<file path="config.mk">
export PLATFORM = sky130hd
export DESIGN_NAME = mask_bbox_tracker
export DESIGN_NICKNAME = d
export VERILOG_FILES = /design/src/rtl/mask_bbox_tracker.sv
export SDC_FILE = /design/constraint.sdc
export NUM_CORES = 1
export LEC_CHECK = 0
export CORE_ASPECT_RATIO = 1.1
export CORE_UTILIZATION = 40
export CTS_BUF_LIST = sky130_fd_sc_hd__clkbuf_8
export DETAILED_ROUTE_END_ITERATION = 8
export GPL_TIMING_DRIVEN = 0
export SYNTH_ARGS = -nofsm -noshare
export SYNTH_HDL_FRONTEND = slang
export SYNTH_SLANG_ARGS = --single-unit
</file>
<file path="constraint.sdc">
create_clock -name iCLK -period 7.2 [get_ports iCLK]
set_clock_uncertainty 0.1 [all_clocks]
set_input_delay 1.44 -clock iCLK [delete_from_list [all_inputs] [get_ports iCLK]]
set_output_delay 1.44 -clock iCLK [all_outputs]
set_load 0.02 [all_outputs]
</file>
<file path="src/rtl/mask_bbox_tracker.sv">
// Run-length filtered bounding box / pixel count tracker for the classifier mask stream.
// Publishes one result per frame over a valid/ready handshake; a blocked result is dropped.
module mask_bbox_tracker #(
    parameter int unsigned H_ACTIVE  = 618,
    parameter int unsigned V_ACTIVE  = 478,
    parameter int unsigned MIN_RUN   = 3,
    parameter int unsigned MIN_COUNT = 64
) (
    input  logic        iCLK,
    input  logic        iRST_N,
    input  logic        i_valid,
    input  logic [12:0] i_row,
    input  logic [12:0] i_col,
    input  logic        i_color,
    input  logic        i_box_ready,
    output logic        o_box_valid,
    output logic        o_found,
    output logic [12:0] o_xmin,
    output logic [12:0] o_xmax,
    output logic [12:0] o_ymin,
    output logic [12:0] o_ymax,
    output logic [19:0] o_count,
    output logic        o_drop
);

    localparam logic [12:0] H_ACT   = 13'(H_ACTIVE);
    localparam logic [12:0] V_ACT   = 13'(V_ACTIVE);
    localparam logic [12:0] H_LAST  = 13'(H_ACTIVE - 1);
    localparam logic [12:0] V_LAST  = 13'(V_ACTIVE - 1);
    localparam logic [3:0]  RUN_MAX = 4'(MIN_RUN);
    localparam logic [12:0] RUN_OFS = 13'(MIN_RUN - 1);
    localparam logic [19:0] CNT_MIN = 20'(MIN_COUNT);
    localparam logic [19:0] CNT_RUN = 20'(MIN_RUN);
    localparam logic [12:0] MIN_EMPTY = 13'h1FFF;

    typedef enum logic [0:0] {StSync, StAccum} state_e;

    state_e      state_q, state_d;
    logic [3:0]  run_q, run_d;
    logic [12:0] xmin_q, xmin_d, xmax_q, xmax_d, ymin_q, ymin_d, ymax_q, ymax_d;
    logic [19:0] count_q, count_d;

    logic        box_valid_q, box_valid_d, found_q, found_d, drop_q, drop_d;
    logic [12:0] bxmin_q, bxmin_d, bxmax_q, bxmax_d, bymin_q, bymin_d, bymax_q, bymax_d;
    logic [19:0] bcount_q, bcount_d;

    logic        in_win, is_origin, is_end, process, hit, ramp, load;
    logic [3:0]  run_base, run_new;
    logic [12:0] base_xmin, base_xmax, base_ymin, base_ymax, cand_xmin;
    logic [12:0] upd_xmin, upd_xmax, upd_ymin, upd_ymax;
    logic [19:0] base_count, upd_count;

    assign in_win    = i_valid && (i_row < V_ACT) && (i_col < H_ACT);
    assign is_origin = (i_row == 13'd0) && (i_col == 13'd0);
    assign is_end    = (i_row == V_LAST) && (i_col == H_LAST);
    assign process   = in_win && ((state_q == StAccum) || is_origin);
    assign load      = process && is_end && (!box_valid_q || i_box_ready);

    // An origin pixel always starts from empty accumulators (new or aborted frame).
    assign base_xmin  = is_origin ? MIN_EMPTY : xmin_q;
    assign base_xmax  = is_origin ? 13'd0     : xmax_q;
    assign base_ymin  = is_origin ? MIN_EMPTY : ymin_q;
    assign base_ymax  = is_origin ? 13'd0     : ymax_q;
    assign base_count = is_origin ? 20'd0     : count_q;

    assign run_base = (i_col == 13'd0) ? 4'd0 : run_q;
    assign run_new  = !i_color ? 4'd0 : (run_base == RUN_MAX) ? RUN_MAX : run_base + 4'd1;
    assign hit      = i_color && (run_new == RUN_MAX);
    assign ramp     = (run_base != RUN_MAX);
    // On the qualifying transition the whole run so far is credited at once.
    assign cand_xmin = ramp ? i_col - RUN_OFS : i_col;

    assign upd_xmin  = (hit && cand_xmin < base_xmin) ? cand_xmin : base_xmin;
    assign upd_xmax  = (hit && i_col > base_xmax) ? i_col : base_xmax;
    assign upd_ymin  = (hit && i_row < base_ymin) ? i_row : base_ymin;
    assign upd_ymax  = (hit && i_row > base_ymax) ? i_row : base_ymax;
    assign upd_count = !hit ? base_count : base_count + (ramp ? CNT_RUN : 20'd1);

    always_comb begin
        state_d     = state_q;
        run_d       = run_q;
        xmin_d      = xmin_q;
        xmax_d      = xmax_q;
        ymin_d      = ymin_q;
        ymax_d      = ymax_q;
        count_d     = count_q;
        box_valid_d = box_valid_q && !i_box_ready;
        found_d     = found_q;
        bxmin_d     = bxmin_q;
        bxmax_d     = bxmax_q;
        bymin_d     = bymin_q;
        bymax_d     = bymax_q;
        bcount_d    = bcount_q;
        drop_d      = 1'b0;

        if (process) begin
            state_d = StAccum;
            if (is_end) begin
                run_d   = 4'd0;
                xmin_d  = MIN_EMPTY;
                xmax_d  = 13'd0;
                ymin_d  = MIN_EMPTY;
                ymax_d  = 13'd0;
                count_d = 20'd0;
                if (load) begin
                    box_valid_d = 1'b1;
                    found_d     = (upd_count >= CNT_MIN);
                    bxmin_d     = found_d ? upd_xmin : 13'd0;
                    bxmax_d     = found_d ? upd_xmax : 13'd0;
                    bymin_d     = found_d ? upd_ymin : 13'd0;
                    bymax_d     = found_d ? upd_ymax : 13'd0;
                    bcount_d    = upd_count;
                end else begin
                    drop_d = 1'b1;
                end
            end else begin
                run_d   = run_new;
                xmin_d  = upd_xmin;
                xmax_d  = upd_xmax;
                ymin_d  = upd_ymin;
                ymax_d  = upd_ymax;
                count_d = upd_count;
            end
        end
    end

    always_ff @(posedge iCLK) begin
        if (!iRST_N) begin
            state_q     <= StSync;
            run_q       <= 4'd0;
            xmin_q      <= MIN_EMPTY;
            xmax_q      <= 13'd0;
            ymin_q      <= MIN_EMPTY;
            ymax_q      <= 13'd0;
            count_q     <= 20'd0;
            box_valid_q <= 1'b0;
            found_q     <= 1'b0;
            bxmin_q     <= 13'd0;
            bxmax_q     <= 13'd0;
            bymin_q     <= 13'd0;
            bymax_q     <= 13'd0;
            bcount_q    <= 20'd0;
            drop_q      <= 1'b0;
        end else begin
            state_q     <= state_d;
            run_q       <= run_d;
            xmin_q      <= xmin_d;
            xmax_q      <= xmax_d;
            ymin_q      <= ymin_d;
            ymax_q      <= ymax_d;
            count_q     <= count_d;
            box_valid_q <= box_valid_d;
            found_q     <= found_d;
            bxmin_q     <= bxmin_d;
            bxmax_q     <= bxmax_d;
            bymin_q     <= bymin_d;
            bymax_q     <= bymax_d;
            bcount_q    <= bcount_d;
            drop_q      <= drop_d;
        end
    end

    assign o_box_valid = box_valid_q;
    assign o_found     = found_q;
    assign o_xmin      = bxmin_q;
    assign o_xmax      = bxmax_q;
    assign o_ymin      = bymin_q;
    assign o_ymax      = bymax_q;
    assign o_count     = bcount_q;
    assign o_drop      = drop_q;

endmodule

</file>
==> metrics.yaml <==
avgSynthCellArea_um2: 7.99
grt_max_degree: 17
ios: 106
dieArea_um2: 22400
ys_ff_latch: 152
clockBufferDepth: 2
slew-limit-headroom_pct: 46.0
syn_nets: 1173
fin_crit_sh_pct: 94.0
antenna_cells: 0
io_buffers: 101
rsz0062_at_grt: "false"
core-area_um2: 21400
cp.arrival_ps: 7030
required_ps: 7460
p_int_mw: 1.18
syn_inst: 1090
drc: 0
netlist_area_um2: 8710
start_util_pct: 40.8
p_leak_nw: 3.87
powerDensity_nw_per_um2: 153
worstReg2RegStart: "run_q[0]$_SDFFE_PN0P_"
fmax_mhz: 148
async_flop_share_pct: 0
clkPwrFrac_pct: 41.5
setup_violations: 0
maxSlewViolCount: 0
fin_nets: 1296
yosysSeqAreaShare_pct: 34.9
area_growth_pct: 20.8
timing.hold.ws_ps: 349
routed_wl_um: 26300
criticalPathCategory: "input port to register"
grt.overflow.total: 0
r2r_slack_ps: 2800
stdcell_count: 1516
outcome: "completed"
min_path_cells: 2
h-tree-depth: 4
critPathCaptureType: "register"
die_height_um: 157
regToRegEndpoint: "o_xmin[1]$_SDFFE_PN0P_"
switching_power_mw: 0.431
hold_viol: 0
combPwrFrac_pct: 6.3
synth_edf_count: 0
numCtsBuffers: 17
drv_cap: 0
wl_per_cell_um: 17.4
yosysWarningCount: 0
synthTopCellsByArea: "dfxtp_1 35%, nand2_1 8.5%, ha_1 7.3%"
yosys-top-cells-count: "198 x nand2_1, 152 x dfxtp_1, 94 x nor2_1"
avgViaCountPerCell: 5.41
yosys_most_used_dff: "dfxtp_1"
drive_gt1_share_pct: 10.6
synth_top_area_share_pct: 34.9
place_congestion: 0.930
die_x_um: 143
share_seq_of_total_power_pct: 52.2
rows: 56
synth_most_common_cell: "nand2_1"
hpwl_um: 19900
yosysTopAreaCell: "dfxtp_1"
insertion_delay_ps: 480
path_max_fanout: 10
min_path_type: "register to register"
nFillCells: 2167
min_period_ps: 6770
yosysUniqueCellTypes: 63
ir_drop_mv: 0.110
via_count: 8199
tightest_slew_ps: 808
grt_pass1_vias: 7857
dp.cells: 1481
swShare_pct: 26.8
dr.first_iter.drc_count: 455
critPathLaunchType: "input port"
clock_sinks: 152
holdPathEnd: "o_xmin[11]$_SDFFE_PN0P_"
cts_root_buf: "clkbuf_8"
grt_pass1_wl_um: 41800
drtPass1Iterations: 5
groute.usage.overall_pct: 24.5
antenna_found_initial: 0
min_from: "o_xmin[11]$_SDFFE_PN0P_"
clk_pin_slew_ps: 80
final_antenna_net_count: 0
reg2reg_depth: 18
cts_tree: "yes"
cell type report:
class,count,area (µm²),share of cell area [%]
clock inverter,13,138,1.31
buffer,66,300,2.85
timing repair buffer,104,1050,9.94
sequential,152,3040,28.9
inverter,22,82.6,0.785
clock buffer,19,262,2.48
tap,290,363,3.45
multi-input combinational,850,5290,50.3
metal layers:
metal | share of wire (%) | up-vias | GRT usage, %
met4 | 2.7 | 0 | 10.3
met5 | 0 | - | 0
met1 | 45 | 3864 | 31.0
li1 | - | 4061 | -
met2 | 47 | 234 | 41.7
met3 | 5.0 | 40 | 3.37
through the flow:
step	utilization (%)	cell area, µm²	setup slack, ps	power (mW)	setup TNS (ps)
after global placement	47.2	10100	-414	0.959	-24600
after detailed placement	47.2	10100	-440	0.960	-26250
after global routing	49.2	10500	77.4	1.66	0
after floorplan	-	8710	1440	0.910	0
final	49.2	10500	433	1.61	0
after CTS	49.1	10500	41.5	1.62	0
worst max path at each step:
stage / start / endpoint / slack [ps] / cells after the start
floorplan: i_col[10] / xmin_q[0]$_SDFFE_PN1P_ / 1440 / 21
global placement: i_col[3] / o_xmin[12]$_SDFFE_PN0P_ / -410 / 19
detailed placement: i_col[3] / o_ymax[7]$_SDFFE_PN0P_ / -440 / 19
CTS: i_col[3] / o_ymax[7]$_SDFFE_PN0P_ / 40 / 19
global route: i_col[10] / xmin_q[11]$_SDFFE_PN1P_ / 80 / 23
finish: i_col[10] / o_xmin[1]$_SDFFE_PN0P_ / 430 / 23
layout by cell type (no fill, tap or decap), types with 11 or more instances in the layout:
cell,n
a21boi_0,32
a21oi_1,51
and2_1,24
and3_1,12
clkbuf_1,50
clkbuf_8,19
clkdlybuf4s50_1,101
dfxtp_1,152
ha_1,51
inv_1,22
mux2_2,16
nand2_1,198
nand3_1,34
nand4_1,18
nor2_1,94
nor2b_1,18
nor3_1,14
o21a_1,11
o21ai_0,79
o21ai_2,49
xnor2_1,22
logic make-up after synthesis:
| group | share of synthesized area (%) |
|---|---|
| buffers and inverters | 4.37 |
| multiplexers | 2.76 |
| adder cells (fa/ha/maj) | 7.67 |
| AO/OA/AOI/OAI | 22.7 |
| AND/OR/NAND/NOR | 24.7 |
| XOR/XNOR | 2.91 |
| flip-flops | 34.9 |
state kept, by name, summed over array words and instances (netlist names), 4 cells and up:
signal / cells
count_q: 20
o_count: 20
o_xmax: 13
o_xmin: 13
o_ymax: 13
o_ymin: 13
xmax_q: 13
xmin_q: 13
ymax_q: 13
ymin_q: 13
run_q: 4
critical path, stage by stage:
cell             delay (ps)
clkdlybuf4s50_1         540
nor3_1                  420
nand3_1                 320
or2_1                   310
buf_6                   150
and2_1                  170
ha_1                    290
a21oi_1                 370
nand2_1                 210
nor3_1                  230
xnor2_1                 220
ha_1                    310
a21o_1                  160
a21o_1                  170
a211o_1                 290
o211ai_1                 90
a21oi_1                 100
nand4b_1                180
buf_4                   190
buf_4                   150
clkbuf_1                210
o21ai_0                 450
o21ai_2                  70
repair_timing:
action | in CTS | in global routing
setup buffers | 0 | 3
resized for setup | 0 | 4
hold buffers | 0 | 0
setup endpoints to repair | 0 | 72
power by group through the flow:
stage	clock network [mW]	registers, mW	logic, mW
floorplan	0	0.860	0.0507
global placement	0	0.860	0.0999
detailed placement	0	0.860	0.100
CTS	0.683	0.840	0.101
global route	0.711	0.840	0.112
finish	0.667	0.840	0.102
Power figures use the tool's default switching activity.
